[src/rtl/alu_rr_sequencer_if.sv]
// Bundle of request, ALU-drive and response signals between the requesters/ALU
// and the round-robin sequencer.
interface alu_rr_sequencer_if #(
    parameter int WIDTH   = 128,
    parameter int NUM_REQ = 4,
    parameter int ID_W    = 2
);
    logic [NUM_REQ-1:0]       req_valid;
    logic [NUM_REQ-1:0]       req_ready;
    logic [4*NUM_REQ-1:0]     req_opcode;
    logic [WIDTH*NUM_REQ-1:0] req_a;
    logic [WIDTH*NUM_REQ-1:0] req_b;

    logic [3:0]               alu_opcode;
    logic [WIDTH-1:0]         alu_in1;
    logic [WIDTH-1:0]         alu_in2;
    logic [WIDTH-1:0]         alu_result;
    logic                     alu_carry;
    logic                     alu_zero;
    logic                     alu_sign;

    logic                     resp_valid;
    logic                     resp_ready;
    logic [ID_W-1:0]          resp_id;
    logic [WIDTH-1:0]         resp_result;
    logic [2:0]               resp_flags;
    logic                     resp_err;
    logic                     busy;

    modport slave (
        input  req_valid, req_opcode, req_a, req_b,
        input  alu_result, alu_carry, alu_zero, alu_sign,
        input  resp_ready,
        output req_ready, alu_opcode, alu_in1, alu_in2,
        output resp_valid, resp_id, resp_result, resp_flags, resp_err, busy
    );

    modport master (
        output req_valid, req_opcode, req_a, req_b,
        output alu_result, alu_carry, alu_zero, alu_sign,
        output resp_ready,
        input  req_ready, alu_opcode, alu_in1, alu_in2,
        input  resp_valid, resp_id, resp_result, resp_flags, resp_err, busy
    );
endinterface

[src/rtl/alu_rr_sequencer.sv]
// Round-robin sharing of one external combinational ALU among NUM_REQ requesters,
// one operation in flight, opcode-dependent hold time, tagged valid/ready response.
module alu_rr_sequencer #(
    parameter int WIDTH      = 128,
    parameter int NUM_REQ    = 4,
    parameter int ID_W       = 2,
    parameter int MUL_CYCLES = 4
) (
    input  logic              clk,
    input  logic              rst,
    alu_rr_sequencer_if.slave bus
);
    localparam logic [3:0]      OP_MUL    = 4'd5;
    localparam logic [3:0]      OP_LAST   = 4'd10;
    localparam int              CNT_W     = (MUL_CYCLES > 1) ? $clog2(MUL_CYCLES) : 1;
    localparam logic [CNT_W-1:0] MUL_CNT  = CNT_W'(MUL_CYCLES - 1);
    localparam logic [ID_W:0]   NUM_REQ_X = (ID_W+1)'(NUM_REQ);
    localparam logic [ID_W-1:0] LAST_ID   = ID_W'(NUM_REQ - 1);

    typedef enum logic [1:0] {S_IDLE, S_EXEC, S_RESP} state_t;

    state_t           state_q, state_d;
    logic [ID_W-1:0]  rr_ptr_q, rr_ptr_d;
    logic [ID_W-1:0]  id_q, id_d;
    logic [CNT_W-1:0] cnt_q, cnt_d;
    logic [3:0]       alu_opcode_q, alu_opcode_d;
    logic [WIDTH-1:0] alu_in1_q, alu_in1_d;
    logic [WIDTH-1:0] alu_in2_q, alu_in2_d;
    logic             resp_valid_q, resp_valid_d;
    logic [ID_W-1:0]  resp_id_q, resp_id_d;
    logic [WIDTH-1:0] resp_result_q, resp_result_d;
    logic [2:0]       resp_flags_q, resp_flags_d;
    logic             resp_err_q, resp_err_d;
    logic             busy_q, busy_d;

    logic [3:0]       opc_arr [NUM_REQ];
    logic [WIDTH-1:0] a_arr   [NUM_REQ];
    logic [WIDTH-1:0] b_arr   [NUM_REQ];
    logic [ID_W-1:0]  rot_idx [NUM_REQ];
    logic [NUM_REQ-1:0] rot_valid;
    logic             grant_vld;
    logic [ID_W-1:0]  grant_id;

    // Slot gi of the rotated view is requester (rr_ptr + gi) mod NUM_REQ.
    genvar gi;
    generate
        for (gi = 0; gi < NUM_REQ; gi++) begin : g_req
            logic [ID_W:0] rot_sum;
            assign rot_sum       = {1'b0, rr_ptr_q} + (ID_W+1)'(gi);
            assign rot_idx[gi]   = (rot_sum >= NUM_REQ_X) ? ID_W'(rot_sum - NUM_REQ_X)
                                                          : rot_sum[ID_W-1:0];
            assign rot_valid[gi] = bus.req_valid[rot_idx[gi]];
            assign opc_arr[gi]   = bus.req_opcode[4*gi +: 4];
            assign a_arr[gi]     = bus.req_a[WIDTH*gi +: WIDTH];
            assign b_arr[gi]     = bus.req_b[WIDTH*gi +: WIDTH];
        end
    endgenerate

    always_comb begin
        grant_vld = 1'b0;
        grant_id  = '0;
        if (state_q == S_IDLE && !rst) begin
            for (int k = NUM_REQ - 1; k >= 0; k--) begin
                if (rot_valid[k]) begin
                    grant_vld = 1'b1;
                    grant_id  = rot_idx[k];
                end
            end
        end
    end

    assign bus.req_ready = grant_vld ? (NUM_REQ'(1) << grant_id) : '0;

    always_comb begin
        state_d       = state_q;
        rr_ptr_d      = rr_ptr_q;
        id_d          = id_q;
        cnt_d         = cnt_q;
        alu_opcode_d  = alu_opcode_q;
        alu_in1_d     = alu_in1_q;
        alu_in2_d     = alu_in2_q;
        resp_id_d     = resp_id_q;
        resp_result_d = resp_result_q;
        resp_flags_d  = resp_flags_q;
        resp_err_d    = resp_err_q;
        case (state_q)
            S_IDLE: begin
                if (grant_vld) begin
                    id_d         = grant_id;
                    alu_opcode_d = opc_arr[grant_id];
                    alu_in1_d    = a_arr[grant_id];
                    alu_in2_d    = b_arr[grant_id];
                    // Undefined opcodes never touch the ALU and answer straight away.
                    if (opc_arr[grant_id] > OP_LAST) begin
                        state_d       = S_RESP;
                        resp_err_d    = 1'b1;
                        resp_result_d = '0;
                        resp_flags_d  = '0;
                        resp_id_d     = grant_id;
                    end else begin
                        state_d = S_EXEC;
                        cnt_d   = (opc_arr[grant_id] == OP_MUL) ? MUL_CNT : '0;
                    end
                end
            end
            S_EXEC: begin
                if (cnt_q != '0) begin
                    cnt_d = cnt_q - CNT_W'(1);
                end else begin
                    resp_result_d = bus.alu_result;
                    resp_flags_d  = {bus.alu_carry, bus.alu_zero, bus.alu_sign};
                    resp_err_d    = 1'b0;
                    resp_id_d     = id_q;
                    state_d       = S_RESP;
                end
            end
            S_RESP: begin
                if (bus.resp_ready) begin
                    state_d  = S_IDLE;
                    rr_ptr_d = (id_q == LAST_ID) ? '0 : id_q + ID_W'(1);
                end
            end
            default: state_d = S_IDLE;
        endcase
        resp_valid_d = (state_d == S_RESP);
        busy_d       = (state_d != S_IDLE);
    end

    always_ff @(posedge clk or posedge rst) begin
        if (rst) begin
            state_q       <= S_IDLE;
            rr_ptr_q      <= '0;
            id_q          <= '0;
            cnt_q         <= '0;
            alu_opcode_q  <= '0;
            alu_in1_q     <= '0;
            alu_in2_q     <= '0;
            resp_valid_q  <= 1'b0;
            resp_id_q     <= '0;
            resp_result_q <= '0;
            resp_flags_q  <= '0;
            resp_err_q    <= 1'b0;
            busy_q        <= 1'b0;
        end else begin
            state_q       <= state_d;
            rr_ptr_q      <= rr_ptr_d;
            id_q          <= id_d;
            cnt_q         <= cnt_d;
            alu_opcode_q  <= alu_opcode_d;
            alu_in1_q     <= alu_in1_d;
            alu_in2_q     <= alu_in2_d;
            resp_valid_q  <= resp_valid_d;
            resp_id_q     <= resp_id_d;
            resp_result_q <= resp_result_d;
            resp_flags_q  <= resp_flags_d;
            resp_err_q    <= resp_err_d;
            busy_q        <= busy_d;
        end
    end

    assign bus.alu_opcode  = alu_opcode_q;
    assign bus.alu_in1     = alu_in1_q;
    assign bus.alu_in2     = alu_in2_q;
    assign bus.resp_valid  = resp_valid_q;
    assign bus.resp_id     = resp_id_q;
    assign bus.resp_result = resp_result_q;
    assign bus.resp_flags  = resp_flags_q;
    assign bus.resp_err    = resp_err_q;
    assign bus.busy        = busy_q;
endmodule

[src/flat_wrapper.sv]
// flat-port wrapper written by rule: the top's interface ports become plain ports
module alu_rr_sequencer_flat 
#(
    parameter int WIDTH      = 128,
    parameter int NUM_REQ    = 4,
    parameter int ID_W       = 2,
    parameter int MUL_CYCLES = 4
)
  (clk, rst, bus_req_valid, bus_req_opcode, bus_req_a, bus_req_b, bus_alu_result, bus_alu_carry, bus_alu_zero, bus_alu_sign, bus_resp_ready, bus_req_ready, bus_alu_opcode, bus_alu_in1, bus_alu_in2, bus_resp_valid, bus_resp_id, bus_resp_result, bus_resp_flags, bus_resp_err, bus_busy);
  alu_rr_sequencer_if #(.WIDTH(WIDTH), .NUM_REQ(NUM_REQ), .ID_W(ID_W)) bus_i ();
  input  logic clk;
  input  logic rst;
  input wire logic [$bits(bus_i.req_valid)-1:0] bus_req_valid;
  input wire logic [$bits(bus_i.req_opcode)-1:0] bus_req_opcode;
  input wire logic [$bits(bus_i.req_a)-1:0] bus_req_a;
  input wire logic [$bits(bus_i.req_b)-1:0] bus_req_b;
  input wire logic [$bits(bus_i.alu_result)-1:0] bus_alu_result;
  input wire logic [$bits(bus_i.alu_carry)-1:0] bus_alu_carry;
  input wire logic [$bits(bus_i.alu_zero)-1:0] bus_alu_zero;
  input wire logic [$bits(bus_i.alu_sign)-1:0] bus_alu_sign;
  input wire logic [$bits(bus_i.resp_ready)-1:0] bus_resp_ready;
  output wire logic [$bits(bus_i.req_ready)-1:0] bus_req_ready;
  output wire logic [$bits(bus_i.alu_opcode)-1:0] bus_alu_opcode;
  output wire logic [$bits(bus_i.alu_in1)-1:0] bus_alu_in1;
  output wire logic [$bits(bus_i.alu_in2)-1:0] bus_alu_in2;
  output wire logic [$bits(bus_i.resp_valid)-1:0] bus_resp_valid;
  output wire logic [$bits(bus_i.resp_id)-1:0] bus_resp_id;
  output wire logic [$bits(bus_i.resp_result)-1:0] bus_resp_result;
  output wire logic [$bits(bus_i.resp_flags)-1:0] bus_resp_flags;
  output wire logic [$bits(bus_i.resp_err)-1:0] bus_resp_err;
  output wire logic [$bits(bus_i.busy)-1:0] bus_busy;
  assign bus_i.req_valid = bus_req_valid;
  assign bus_i.req_opcode = bus_req_opcode;
  assign bus_i.req_a = bus_req_a;
  assign bus_i.req_b = bus_req_b;
  assign bus_i.alu_result = bus_alu_result;
  assign bus_i.alu_carry = bus_alu_carry;
  assign bus_i.alu_zero = bus_alu_zero;
  assign bus_i.alu_sign = bus_alu_sign;
  assign bus_i.resp_ready = bus_resp_ready;
  assign bus_req_ready = bus_i.req_ready;
  assign bus_alu_opcode = bus_i.alu_opcode;
  assign bus_alu_in1 = bus_i.alu_in1;
  assign bus_alu_in2 = bus_i.alu_in2;
  assign bus_resp_valid = bus_i.resp_valid;
  assign bus_resp_id = bus_i.resp_id;
  assign bus_resp_result = bus_i.resp_result;
  assign bus_resp_flags = bus_i.resp_flags;
  assign bus_resp_err = bus_i.resp_err;
  assign bus_busy = bus_i.busy;
  alu_rr_sequencer #(.WIDTH(WIDTH), .NUM_REQ(NUM_REQ), .ID_W(ID_W), .MUL_CYCLES(MUL_CYCLES)) u_core (.clk(clk), .rst(rst), .bus(bus_i));
endmodule
[config.mk]
export PLATFORM = sky130hd
export DESIGN_NAME = alu_rr_sequencer_flat
export DESIGN_NICKNAME = d
export VERILOG_FILES = /design/src/rtl/alu_rr_sequencer_if.sv /design/src/rtl/alu_rr_sequencer.sv /design/src/flat_wrapper.sv
export SDC_FILE = /design/constraint.sdc
export NUM_CORES = 1
export LEC_CHECK = 0
export BUFFER_PORTS_ARGS = -buffer_cell sky130_fd_sc_hd__buf_2
export CAP_MARGIN = 20
export CORE_AREA = 2 2 610 612
export CTS_BUF_LIST = sky130_fd_sc_hd__clkbuf_2 sky130_fd_sc_hd__clkbuf_4 sky130_fd_sc_hd__clkbuf_8
export CTS_CLUSTER_SIZE = 25
export DETAILED_ROUTE_END_ITERATION = 10
export DIE_AREA = 0 0 612 614
export GPL_TIMING_DRIVEN = 0
export PLACE_DENSITY = 0.3
export SYNTH_ARGS = -nofsm -noshare
export SYNTH_HDL_FRONTEND = slang
export SYNTH_SLANG_ARGS = --single-unit
[constraint.sdc]
create_clock -name clk -period 16.9 [get_ports clk]
set_input_delay 0.845 -clock clk [delete_from_list [all_inputs] [get_ports clk]]
set_output_delay 0.845 -clock clk [all_outputs]
set_load 0.03 [all_outputs]
==> reports/results.env, run 1 <==
STATUS='finished clean'
DIE_AREA_UM2=376000
CLKLATENCYLATEPIN_NS=0.92
CTSRESIZECOUNT=0
MIN_PERIOD_OVER_PERIOD=0.361
PLACEDINSTANCEAREA_UM2=37300
CP-END-KIND='primary output'
SETUP_VIOLATIONS=0
SYNTH-MAIN-FF-CELL='sky130_fd_sc_hd__dfrtp_1'
CELLLEAKAGEPOWER_nW=20.0
TIGHTESTPINTRANSITION_NS=1.32
FINAL_PERIOD_MINUS_WORST_SETUP_SLACK_NS=6.11
CORE_REGION_AREA_UM2=370000
WORSTPATHARRIVAL_NS=5.26
GLOBALPLACE.CONGESTION=0.976
SYNTHDOMINANTAREACELLTYPE='sky130_fd_sc_hd__dfrtp_1'
VIAS_IN_THE_FIRST_GLOBAL_ROUTE=32700
YS_TYPES=38
SYNTHTOPCELLSBYAREA='sky130_fd_sc_hd__dfrtp_1 (45%), sky130_fd_sc_hd__nand2_1 (26%), sky130_fd_sc_hd__nand3_1 (17%), sky130_fd_sc_hd__a22o_1 (5.2%), sky130_fd_sc_hd__clkbuf_1 (3.7%)'
TRITONCTS.NUM_BUFFERS=102
SYNTH-SEQ-CELLS=404
GRT_OVERALL_USAGE=0.161
IO_PINS=1578
NUMBER_OF_WARNINGS_ISSUED_BY_YOSYS=0
CTS_HOLD_REPAIR.BUFFERS=83
CTS_TREE='done'
SETUP-TNS-FINAL_NS=0
DR.PASS1.ITERS=6
WORST_SETUP_START_KIND='primary input'
CTSHTREEMAXLEVEL=3
SETUP_REPAIR_AFTER_GLOBAL_ROUTING_MISSED_ITS_MARGIN='no'
GATE_COUNT_POST_SYNTH=3190
CRITICAL_PATH_PEAK_FANOUT=10
WORSTPATHREQUIRED_NS=16.06
CLKSLEWWORSTSETUPHOLDPATHS_NS=0.07
NUMBER_OF_ANTENNA_VIOLATIONS_AT_THE_FIRST_CHECK_IN_GLOBAL_ROUTING=251
MAXCLOCKFREQUENCY_GHz=0.164
REG2REG_SETUP_SLACK_NS=11.88
AREA_GROWTH_PCT=80.5
NUMBER_OF_INPUT_AND_OUTPUT_PORT_BUFFERS_INSERTED=1577
SLEW_VIOL_FINAL=0
CELLPOWERDENSITY_nW_PER_UM2=181
FINAL.FILL_COUNT=43600
WORSTSETUPPATHTYPE='in -> out'
INITIAL_UTILIZATION=0.0608
LAYOUT-DRIVE-GT1-SHARE=0.362
SYNTH.TOP_CELLS.BY_COUNT='sky130_fd_sc_hd__nand2_1 (1552), sky130_fd_sc_hd__nand3_1 (768), sky130_fd_sc_hd__dfrtp_1 (404)'
DETAILEDPLACEMENTHPWL_MM=282
CAP_VIOLATIONS=0
GRT_FIRST_PASS_WIRELENGTH_MM=384
PWR_TOTAL_mW=7.34
POSTSYNTHAREAPERCELL_UM2=7.05
MIN_PATH_TYPE='in -> reg'
CHIPHEIGHT_UM=614
PEAKVDDDROP_V=0.0000498
VIAS=32900
WORSTPATHCELLLIST='dlygate4sd3_1 > buf_2 > or3_4 > o21bai_4 > a211oi_4 > buf_8 > clkbuf_2 > clkbuf_2 > clkbuf_1 > nor3_1 > buf_2'
SYNTH_MOST_COMMON_CELL='sky130_fd_sc_hd__nand2_1'
CLOCK_TREE_BUF_DEPTH=4
TOTAL_WIRELENGTH_MM=316
FINALCLOCKSKEW_NS=0.0843
YOSYS.AREA.TOP_TYPE_SHARE=0.449
CLOCK_TREE.ROOT_CELL='sky130_fd_sc_hd__clkbuf_8'
FINAL_NETS=6164
LIBRARY_CELL_CONTRIBUTING_THE_LARGEST_SINGLE_DELAY_ON_THE_CRITICAL_PATH='sky130_fd_sc_hd__clkbuf_1'
HOLD_VIOLATIONS_FINAL=0
TIMING.HOLD.WS_NS=0.181
ROUTE.DETAILED.DRC=0
DIE_WIDTH_UM=612
NUMBER_OF_FLOPS_MAPPED_TO_ENABLE_CELLS_BY_YOSYS=0
VIA_CELL_RATIO=3.25
ANT_NETS=0
FINALINSTANCEAREA_UM2=40600
SEQ_AREA_FRAC_SYNTH=0.449
NUM_ROWS=224
ASYNCSETRESETFLOPFRACSYNTH=1.00
GRT_OVERFLOW=0
POST-ROUTE-UTIL=0.110
GRT_MAX_DEGREE=100
SYN-NUM-NETS=4370
CTS.SINK_COUNT=404
SYNTH_AREA_UM2=22500
DRT_ITER0_DRC=2808
CTS.REPAIR_TIMING.SETUP_BUFFER_COUNT=0
CRITPATHMAXSTAGEDELAY_NS=0.89
AVGROUTEDWIREPERCELL_UM=31.2
SLEW-LIMIT-HEADROOM=0.118
==> area by class of cell <==
| type | count | area (µm²) | share of cell area |
|---|---|---|---|
| antenna | 84 | 210 | 0.00518 |
| buffer | 261 | 1060 | 0.0260 |
| clock buffer | 148 | 1890 | 0.0466 |
| clock inverter | 34 | 425 | 0.0105 |
| inverter | 6 | 30.0 | 0.000739 |
| multi-input combinational | 2519 | 11300 | 0.279 |
| sequential | 404 | 10100 | 0.249 |
| tap | 4972 | 6220 | 0.153 |
| timing repair buffer | 1690 | 9320 | 0.230 |
==> registers in the layout, summed over array words and instances, names as in the netlist <==
register                count
u_core.bus.alu_in1        128
u_core.bus.alu_in2        128
u_core.bus.resp_result    128
u_core.bus.alu_opcode       4
u_core.bus.resp_flags       3
u_core.bus.resp_id          2
u_core.cnt_q                2
u_core.id_q                 2
u_core.rr_ptr_q             2
u_core.state_q              2
u_core.bus.busy             1
u_core.bus.resp_err         1
u_core.bus.resp_valid       1
==> per-stage QoR <==
stage	setup slack (ns)	cells
6_report	10.79	10100
2_1_floorplan	4.82	3190
3_3_place_gp	-3.92	9739
3_5_place_dp	11.15	9769
5_1_grt	10.64	10100
4_1_cts	10.58	10000
==> path summary, 6_finish.rpt <==
path                                                      endpoint  depth (start not counted)                               start
max                                               bus_req_ready[0]                         11                                 rst
min                        u_core.bus.resp_result[105]$_DFFE_PP0P_                          2                 bus_alu_result[105]
max reg2reg                     u_core.bus.alu_in2[60]$_DFFE_PP0P_                         11      u_core.rr_ptr_q[1]$_DFFE_PP0P_
min reg2reg                     u_core.bus.alu_in1[27]$_DFFE_PP0P_                          2  u_core.bus.alu_in1[27]$_DFFE_PP0P_
max in group asynchronous       u_core.bus.alu_in2[24]$_DFFE_PP0P_                          5                                 rst
min in group asynchronous   u_core.bus.resp_result[27]$_DFFE_PP0P_                          3                                 rst
==> layer usage <==
metal,track usage,up-vias,part of all wire
li1,-,14300,-
met1,0.178,16200,0.37
met2,0.291,1712,0.51
met3,0.0474,592,0.078
met4,0.0550,128,0.035
met5,0,-,0.0026
==> cell families after synthesis <==
group / after synthesis / share of synthesized area
buf+inv: 267 / 0.0471
mux: 12 / 0.00545
compound gates: 163 / 0.0614
simple gates: 2342 / 0.436
flops: 404 / 0.449
fa+ha+maj: 2 / 0.00111
==> power by group <==
| part | switching (mW) | internal [mW] |
|---|---|---|
| logic | 3.15 | 1.00 |
| registers | 0.299 | 1.41 |
| clock network | 0.631 | 0.856 |
| total | 4.08 | 3.26 |
==> layout by cell type (no fill, tap or decap), types with 22 or more instances in the layout <==
| cell | Yosys | layout |
|---|---|---|
| sky130_fd_sc_hd__a22o_1 | 133 | 133 |
| sky130_fd_sc_hd__dfrtp_1 | 404 | 404 |
| sky130_fd_sc_hd__diode_2 | 0 | 84 |
| sky130_fd_sc_hd__nand2_1 | 1552 | 1552 |
| sky130_fd_sc_hd__dlygate4sd3_1 | 0 | 83 |
| sky130_fd_sc_hd__buf_2 | 10 | 1587 |
| sky130_fd_sc_hd__nand3_1 | 768 | 768 |
| sky130_fd_sc_hd__clkbuf_8 | 0 | 125 |
| sky130_fd_sc_hd__clkbuf_1 | 223 | 207 |
| sky130_fd_sc_hd__buf_1 | 22 | 22 |
| sky130_fd_sc_hd__clkbuf_4 | 0 | 23 |
==> critical path, delay by kind of cell <==
kind | cells | cell delay (ns)
buf+inv | 7 | 3.23
compound gates | 2 | 0.61
simple gates | 2 | 0.52
Note: power is estimated with default switching activity, not from simulation.
==> inputs of run 2 (changes only) <==
==> constraint.sdc (replaced) <==
create_clock -name clk -period 6.1 [get_ports clk]
set_input_delay 0.305 -clock clk [delete_from_list [all_inputs] [get_ports clk]]
set_output_delay 0.305 -clock clk [all_outputs]
set_load 0.03 [all_outputs]
==> run 2 against run 1 <==
Worst hold slack got worse by 0.088 ns. Die area unchanged. Clock power grew to 2.6 times the previous value. Via count grew 9.7%. Non-clock buffer count rose by 804. Clock skew is 0.0026 ns lower. Global-route usage grew 0.11 points. Critical path type is now reg -> reg. Critical endpoint is now u_core.bus.alu_in1[51]$_DFFE_PP0P_.
==> reports/results.env, run 2 (same netlist as run 1, synthesis figures left out) <==
SLEW_VIOL_FINAL=0
CAP_VIOLATIONS=0
SLEW-LIMIT-HEADROOM=0.205
VIAS=36100
GLOBALPLACE.CONGESTION=0.950
NUMBER_OF_INPUT_AND_OUTPUT_PORT_BUFFERS_INSERTED=1577
WORSTPATHARRIVAL_NS=6.48
INITIAL_UTILIZATION=0.0608
FINAL_PERIOD_MINUS_WORST_SETUP_SLACK_NS=5.70
ANT_NETS=0
DIE_AREA_UM2=376000
TIMING.HOLD.WS_NS=0.0934
TOTAL_WIRELENGTH_MM=318
GRT_MAX_DEGREE=39
CORE_REGION_AREA_UM2=370000
POST-ROUTE-WORST-SETUP-SLACK_NS=0.405
CP-END-KIND='register'
MOSTFREQUENTLAYOUTCELL='sky130_fd_sc_hd__buf_2'
DIE_WIDTH_UM=612
VIAS_IN_THE_FIRST_GLOBAL_ROUTE=36700
STATUS='finished clean'
CTS.REPAIR_TIMING.SETUP_BUFFER_COUNT=0
CLOCK_TREE.ROOT_CELL='sky130_fd_sc_hd__clkbuf_8'
R2R_START='u_core.state_q[1]$_DFF_PP0_'
DP_SLACK_NS=0.874
AREA_GROWTH_PCT=116
CTSHTREEMAXLEVEL=3
WORST_SETUP_START_KIND='register'
GRT_OVERALL_USAGE=0.162
IO_PINS=1578
FINAL-SEQ-AREA_UM2=10100
LAYOUT-DRIVE-GT1-SHARE=0.312
CELLPOWERDENSITY_nW_PER_UM2=443
ROUTE.DETAILED.DRC=0
HOLD_VIOLATIONS_FINAL=0
PEAKVDDDROP_V=0.000134
VIA_CELL_RATIO=3.31
MIN_PERIOD_OVER_PERIOD=0.934
MOSTFREQUENTLAYOUTCELLS='sky130_fd_sc_hd__buf_2 (1587), sky130_fd_sc_hd__nand2_1 (1552), sky130_fd_sc_hd__dlygate4sd3_1 (877)'
SETUP_REPAIR_AFTER_GLOBAL_ROUTING_MISSED_ITS_MARGIN='no'
REG2REG_DEPTH=16
CHIPHEIGHT_UM=614
WORSTPATHREQUIRED_NS=6.89
WORSTREG2REGEND='u_core.bus.alu_in1[51]$_DFFE_PP0P_'
CRIT_START='u_core.state_q[1]$_DFF_PP0_'
CLOCK_TREE_BUF_DEPTH=4
WORSTSETUPPATHTYPE='reg -> reg'
TIGHTESTPINTRANSITION_NS=1.19
FINAL.FILL_COUNT=43300
CRITICAL_PATH_PEAK_FANOUT=8
CTS.SINK_COUNT=404
TRITONCTS.NUM_BUFFERS=96
NUM_ROWS=224
MAXCLOCKFREQUENCY_GHz=0.176
DRT_ITER0_DRC=2707
GRT_OVERFLOW=0
DR.PASS1.ITERS=5
FOOTPRINT_OF_THE_MULTI_INPUT_GATES_UM2=11300
REG2REG_SETUP_SLACK_NS=0.40
CLKLATENCYLATEPIN_NS=0.92
FINALCLOCKSKEW_NS=0.0817
DETAILEDPLACEMENTHPWL_MM=281
CTS_TREE='done'
CELLLEAKAGEPOWER_nW=22.5
SETUP_VIOLATIONS=0
CLKSLEWWORSTSETUPHOLDPATHS_NS=0.06
GRT_FIRST_PASS_WIRELENGTH_MM=393
AVGROUTEDWIREPERCELL_UM=29.2
NUMBER_OF_ANTENNA_VIOLATIONS_AT_THE_FIRST_CHECK_IN_GLOBAL_ROUTING=232
MIN_PATH_TYPE='in -> reg'
FINAL_NETS=6962
CRIT_END='u_core.bus.alu_in1[51]$_DFFE_PP0P_'
==> run 2: cell types whose count changed in the layout (fill, tap and decap cells not counted), moves of 2 or more <==
cell	before	now
sky130_fd_sc_hd__buf_12	0	16
sky130_fd_sc_hd__clkbuf_8	125	120
sky130_fd_sc_hd__buf_16	12	9
sky130_fd_sc_hd__buf_8	18	13
sky130_fd_sc_hd__dlygate4sd3_1	83	877
sky130_fd_sc_hd__buf_6	6	8
sky130_fd_sc_hd__clkbuf_4	23	20
sky130_fd_sc_hd__diode_2	84	60
==> run 2: final cells by class <==
| class | instances | share of cell area |
|---|---|---|
| multi-input combinational | 2519 | 0.234 |
| clock inverter | 31 | 0.00766 |
| antenna | 60 | 0.00309 |
| sequential | 404 | 0.208 |
| clock buffer | 140 | 0.0371 |
| tap | 4972 | 0.128 |
| inverter | 6 | 0.000541 |
| timing repair buffer | 2494 | 0.360 |
| buffer | 261 | 0.0218 |
==> run 2: critical path, stage by stage (launching register included) <==
cell                            delay [ns]
sky130_fd_sc_hd__dfrtp_1              0.44
sky130_fd_sc_hd__or3_4                0.45
sky130_fd_sc_hd__o21bai_4             0.20
sky130_fd_sc_hd__a211oi_4             0.47
sky130_fd_sc_hd__buf_8                0.24
sky130_fd_sc_hd__clkbuf_2             0.48
sky130_fd_sc_hd__buf_12               0.26
sky130_fd_sc_hd__clkbuf_2             0.41
sky130_fd_sc_hd__buf_16               0.20
sky130_fd_sc_hd__clkbuf_1             0.53
sky130_fd_sc_hd__buf_8                0.23
sky130_fd_sc_hd__nand2_1              0.08
sky130_fd_sc_hd__nand3_1              0.08
sky130_fd_sc_hd__dlygate4sd3_1        0.56
sky130_fd_sc_hd__nand3_1              0.15
sky130_fd_sc_hd__dlygate4sd3_1        0.71
sky130_fd_sc_hd__nand2_1              0.07
==> run 2: worst min path at each step <==
stage | from | to | slack (ns) | cells past startpoint
5_1_grt | bus_req_b[102] | u_core.bus.alu_in2[102]$_DFFE_PP0P_ | 0.06 | 5
4_1_cts | bus_req_b[376] | u_core.bus.alu_in2[120]$_DFFE_PP0P_ | 0.002 | 5
2_1_floorplan | bus_resp_ready | u_core.bus.resp_valid$_DFF_PP0_ | 0.41 | 1
6_report | bus_req_b[123] | u_core.bus.alu_in2[123]$_DFFE_PP0P_ | 0.09 | 5
3_5_place_dp | rst | u_core.bus.resp_valid$_DFF_PP0_ | 0.35 | 2
3_3_place_gp | u_core.bus.alu_in1[105]$_DFFE_PP0P_ | u_core.bus.alu_in1[105]$_DFFE_PP0P_ | 0.46 | 2
==> run 2: what timing repair did <==
item	CTS	global route
setup endpoints to repair	0	1
gates resized for setup	0	3
hold buffers	877	0
hold endpoints to repair	573	0
==> run 2: metal layers <==
metal	routed length, µm	track usage	up-vias
li1	-	-	15800
met1	122000	0.184	17900
met2	161000	0.294	1769
met3	21800	0.0395	553
met4	12300	0.0519	86
met5	537	0	-
==> run 2: stage by stage <==
step                      std cells  instance area [µm²]  TNS (ns)  utilization  power [mW]
after floorplan                3190                22500         0            -        10.2
after global placement         9739                36600  -1764.32       0.0989        16.5
after detailed placement       9779                37400         0        0.101        16.6
after CTS                     10800                48400         0        0.131        22.1
after global routing          10900                48500         0        0.131        22.7
final                         10900                48500         0        0.131        21.5
==> run 2: report_power, final <==
group / switching, mW / total (mW) / leakage, nW / internal [mW]
Combinational: 9.04 / 12.9 / 16.2 / 3.86
Sequential: 0.799 / 4.70 / 5.07 / 3.90
Clock: 1.67 / 3.90 / 1.15 / 2.23
==> inputs of run 3 (changes only) <==
==> constraint.sdc (replaced) <==
create_clock -name clk -period 5.9 [get_ports clk]
set_input_delay 0.295 -clock clk [delete_from_list [all_inputs] [get_ports clk]]
set_output_delay 0.295 -clock clk [all_outputs]
set_load 0.03 [all_outputs]
==> run 3 against run 2 <==
Largest cell class unchanged. Worst hold slack improved by 0.0015 ns. Combinational power rose by 3%. Setup slack got worse by 0.12 ns. Routed wire length hardly changed. Sequential share of layout area barely moved. Register-to-register slack worse by 0.12 ns.
==> reports/results.env, run 3 (same netlist as run 1, synthesis figures left out) <==
STATUS='finished clean'
CLOCK_TREE.ROOT_CELL='sky130_fd_sc_hd__clkbuf_8'
MAXCLOCKFREQUENCY_GHz=0.178
PWR_TOTAL_mW=22.2
CLKSLEWWORSTSETUPHOLDPATHS_NS=0.06
SETUP_VIOLATIONS=0
FINALINSTANCEAREA_UM2=48600
CP-END-KIND='register'
R2R_START='u_core.state_q[1]$_DFF_PP0_'
AREA_GROWTH_PCT=116
REG2REG_SETUP_SLACK_NS=0.29
INITIAL_UTILIZATION=0.0608
PLACE_INST=9779
GLOBALPLACE.CONGESTION=0.950
AVGROUTEDWIREPERCELL_UM=29.2
CORE_REGION_AREA_UM2=370000
LAYOUT-DRIVE-GT1-SHARE=0.312
ROUTE.DETAILED.DRC=0
TOTAL_WIRELENGTH_MM=318
VIAS_IN_THE_FIRST_GLOBAL_ROUTE=36700
CRITICAL_PATH.TOP_DELAY_FAMILY='buffers and inverters'
TRITONCTS.NUM_BUFFERS=96
NUM_ROWS=224
WORSTHOLDSTART='bus_req_b[123]'
CRITICAL_PATH_PEAK_FANOUT=10
DETAILEDPLACEMENTHPWL_MM=281
GRT_OVERFLOW=0
NUMBER_OF_ANTENNA_VIOLATIONS_AT_THE_FIRST_CHECK_IN_GLOBAL_ROUTING=229
PEAKVDDDROP_V=0.000139
CHIPHEIGHT_UM=614
WORST_SETUP_START_KIND='register'
POST-ROUTE-UTIL=0.131
DR.PASS1.ITERS=6
GRT_OVERALL_USAGE=0.162
FINALCLOCKSKEW_NS=0.0814
DIE_AREA_UM2=376000
IO_PINS=1578
WORSTPATHARRIVAL_NS=6.40
NUMBER_OF_INPUT_AND_OUTPUT_PORT_BUFFERS_INSERTED=1577
CAP_VIOLATIONS=0
CTSRESIZECOUNT=0
DIE_WIDTH_UM=612
LIBRARY_CELL_CONTRIBUTING_THE_LARGEST_SINGLE_DELAY_ON_THE_CRITICAL_PATH='sky130_fd_sc_hd__clkbuf_1'
CLKLATENCYLATEPIN_NS=0.92
CTSHTREEMAXLEVEL=3
SLEW-LIMIT-HEADROOM=0.240
CTS.REPAIR_TIMING.SETUP_BUFFER_COUNT=0
DRT_ITER0_DRC=2734
FINISH.CELL_COUNT_WITHOUT_FILLERS=10900
FINAL_NETS=6965
VIA_CELL_RATIO=3.32
CLOCK_TREE_BUF_DEPTH=4
WORSTPATHREQUIRED_NS=6.69
REG2REG_DEPTH=14
CP_NUM_BUF_INV=7
WORSTPATHCELLLIST='or3_4 > o21bai_4 > a211oi_4 > buf_8 > clkbuf_2 > buf_12 > clkbuf_1 > clkbuf_1 > nand2_1 > nand3_1 > dlygate4sd3_1 > nand3_1 > dlygate4sd3_1 > nand2_1'
GRT_MAX_DEGREE=39
WORSTSETUPPATHTYPE='reg -> reg'
M1WIRELENGTH_MM=122
PLACEDINSTANCEAREA_UM2=37400
FINAL_PERIOD_MINUS_WORST_SETUP_SLACK_NS=5.61
MOSTFREQUENTLAYOUTCELLS='sky130_fd_sc_hd__buf_2 (1587), sky130_fd_sc_hd__nand2_1 (1552), sky130_fd_sc_hd__dlygate4sd3_1 (882)'
CRITPATHMAXSTAGEDELAY_NS=0.78
SLEW_VIOL_FINAL=0
TIGHTESTPINTRANSITION_NS=1.14
CTS.SINK_COUNT=404
MIN_PATH_TYPE='in -> reg'
CELLPOWERDENSITY_nW_PER_UM2=457
MOSTFREQUENTLAYOUTCELL='sky130_fd_sc_hd__buf_2'
FINAL.FILL_COUNT=43300
WORSTHOLDPATHCELLS=5
ANT_NETS=0
HOLD_END='u_core.bus.alu_in2[123]$_DFFE_PP0P_'
MAXUSEDROUTINGLAYER='met5'
WORSTREG2REGEND='u_core.bus.alu_in2[122]$_DFFE_PP0P_'
CTS_TREE='done'
GRT_FIRST_PASS_WIRELENGTH_MM=393
WL_MET3_MM=21.7
VIAS=36200
SETUP_REPAIR_AFTER_GLOBAL_ROUTING_MISSED_ITS_MARGIN='no'
MET2_WIRE_LENGTH_MM=161
MIN_PERIOD_OVER_PERIOD=0.951
CELLLEAKAGEPOWER_nW=22.5
HOLD_VIOLATIONS_FINAL=0
-- run 3: cell types whose count changed in the layout (fill, tap and decap cells not counted), sizes merged --
cell,delta
clkbuf,-2
diode,+2
dlygate4sd3,+5
-- run 3: cell type report --
type / instances / area (µm²) / area share
Clock buffer: 140 / 1800 / 0.0371
Multi-Input combinational cell: 2519 / 11300 / 0.233
Clock inverter: 31 / 372 / 0.00765
Timing Repair Buffer: 2499 / 17500 / 0.360
Sequential cell: 404 / 10100 / 0.208
Inverter: 6 / 26.3 / 0.000541
Tap cell: 4972 / 6220 / 0.128
Buffer: 259 / 1050 / 0.0216
Antenna cell: 62 / 155 / 0.00319
-- run 3: how the worst max path moves through the flow --
stage,start,to,slack [ns],depth (start not counted)
after floorplan,rst,u_core.bus.alu_in1[0]$_DFFE_PP0P_,0.16,1
after global placement,rst,u_core.bus.alu_in2[13]$_DFFE_PP0P_,-4.11,2
after detailed placement,u_core.state_q[1]$_DFF_PP0_,u_core.bus.alu_in1[57]$_DFFE_PP0P_,0.67,14
after CTS,u_core.state_q[1]$_DFF_PP0_,u_core.bus.alu_in1[39]$_DFFE_PP0P_,0.09,15
after global routing,u_core.state_q[1]$_DFF_PP0_,u_core.bus.alu_in1[52]$_DFFE_PP0P_,0.03,15
final,u_core.state_q[1]$_DFF_PP0_,u_core.bus.alu_in2[122]$_DFFE_PP0P_,0.29,14
-- run 3: routing by layer --
layer,vias to the layer above,GRT usage
met4,86,0.0490
met2,1748,0.296
met1,17900,0.184
met3,556,0.0395
met5,-,0
li1,15800,-
-- run 3: power by group --
part	leakage (nW)	total (mW)	switching [mW]	internal, mW
clock network	1.15	4.03	1.73	2.31
logic	16.3	13.3	9.34	3.99
registers	5.07	4.86	0.825	4.04
total	22.5	22.2	11.9	10.3
-- run 3: repair_timing --
item                                    4_1_cts  5_1_grt
hold endpoints to repair                    573        0
endpoints found under the setup margin        1        2
hold buffers                                882        0
-- run 3: worst reg2reg max path: stages (launching register included) --
cell                            delay [ns]
sky130_fd_sc_hd__dfrtp_1              0.44
sky130_fd_sc_hd__or3_4                0.46
sky130_fd_sc_hd__o21bai_4             0.20
sky130_fd_sc_hd__a211oi_4             0.49
sky130_fd_sc_hd__buf_8                0.24
sky130_fd_sc_hd__clkbuf_2             0.48
sky130_fd_sc_hd__buf_12               0.25
sky130_fd_sc_hd__clkbuf_1             0.81
sky130_fd_sc_hd__clkbuf_1             0.39
sky130_fd_sc_hd__nand2_1              0.28
sky130_fd_sc_hd__nand3_1              0.18
sky130_fd_sc_hd__dlygate4sd3_1        0.59
sky130_fd_sc_hd__nand3_1              0.08
sky130_fd_sc_hd__dlygate4sd3_1        0.60
sky130_fd_sc_hd__nand2_1              0.06
-- run 3: per-stage QoR --
step	worst slack [ns]	hold WS, ns	setup TNS (ns)
after global routing	0.0346	0.0699	0
after CTS	0.0918	0.000611	0
final	0.290	0.0949	0
after global placement	-4.11	0.460	-1893.44
after detailed placement	0.674	0.338	0
after floorplan	0.163	0.403	0
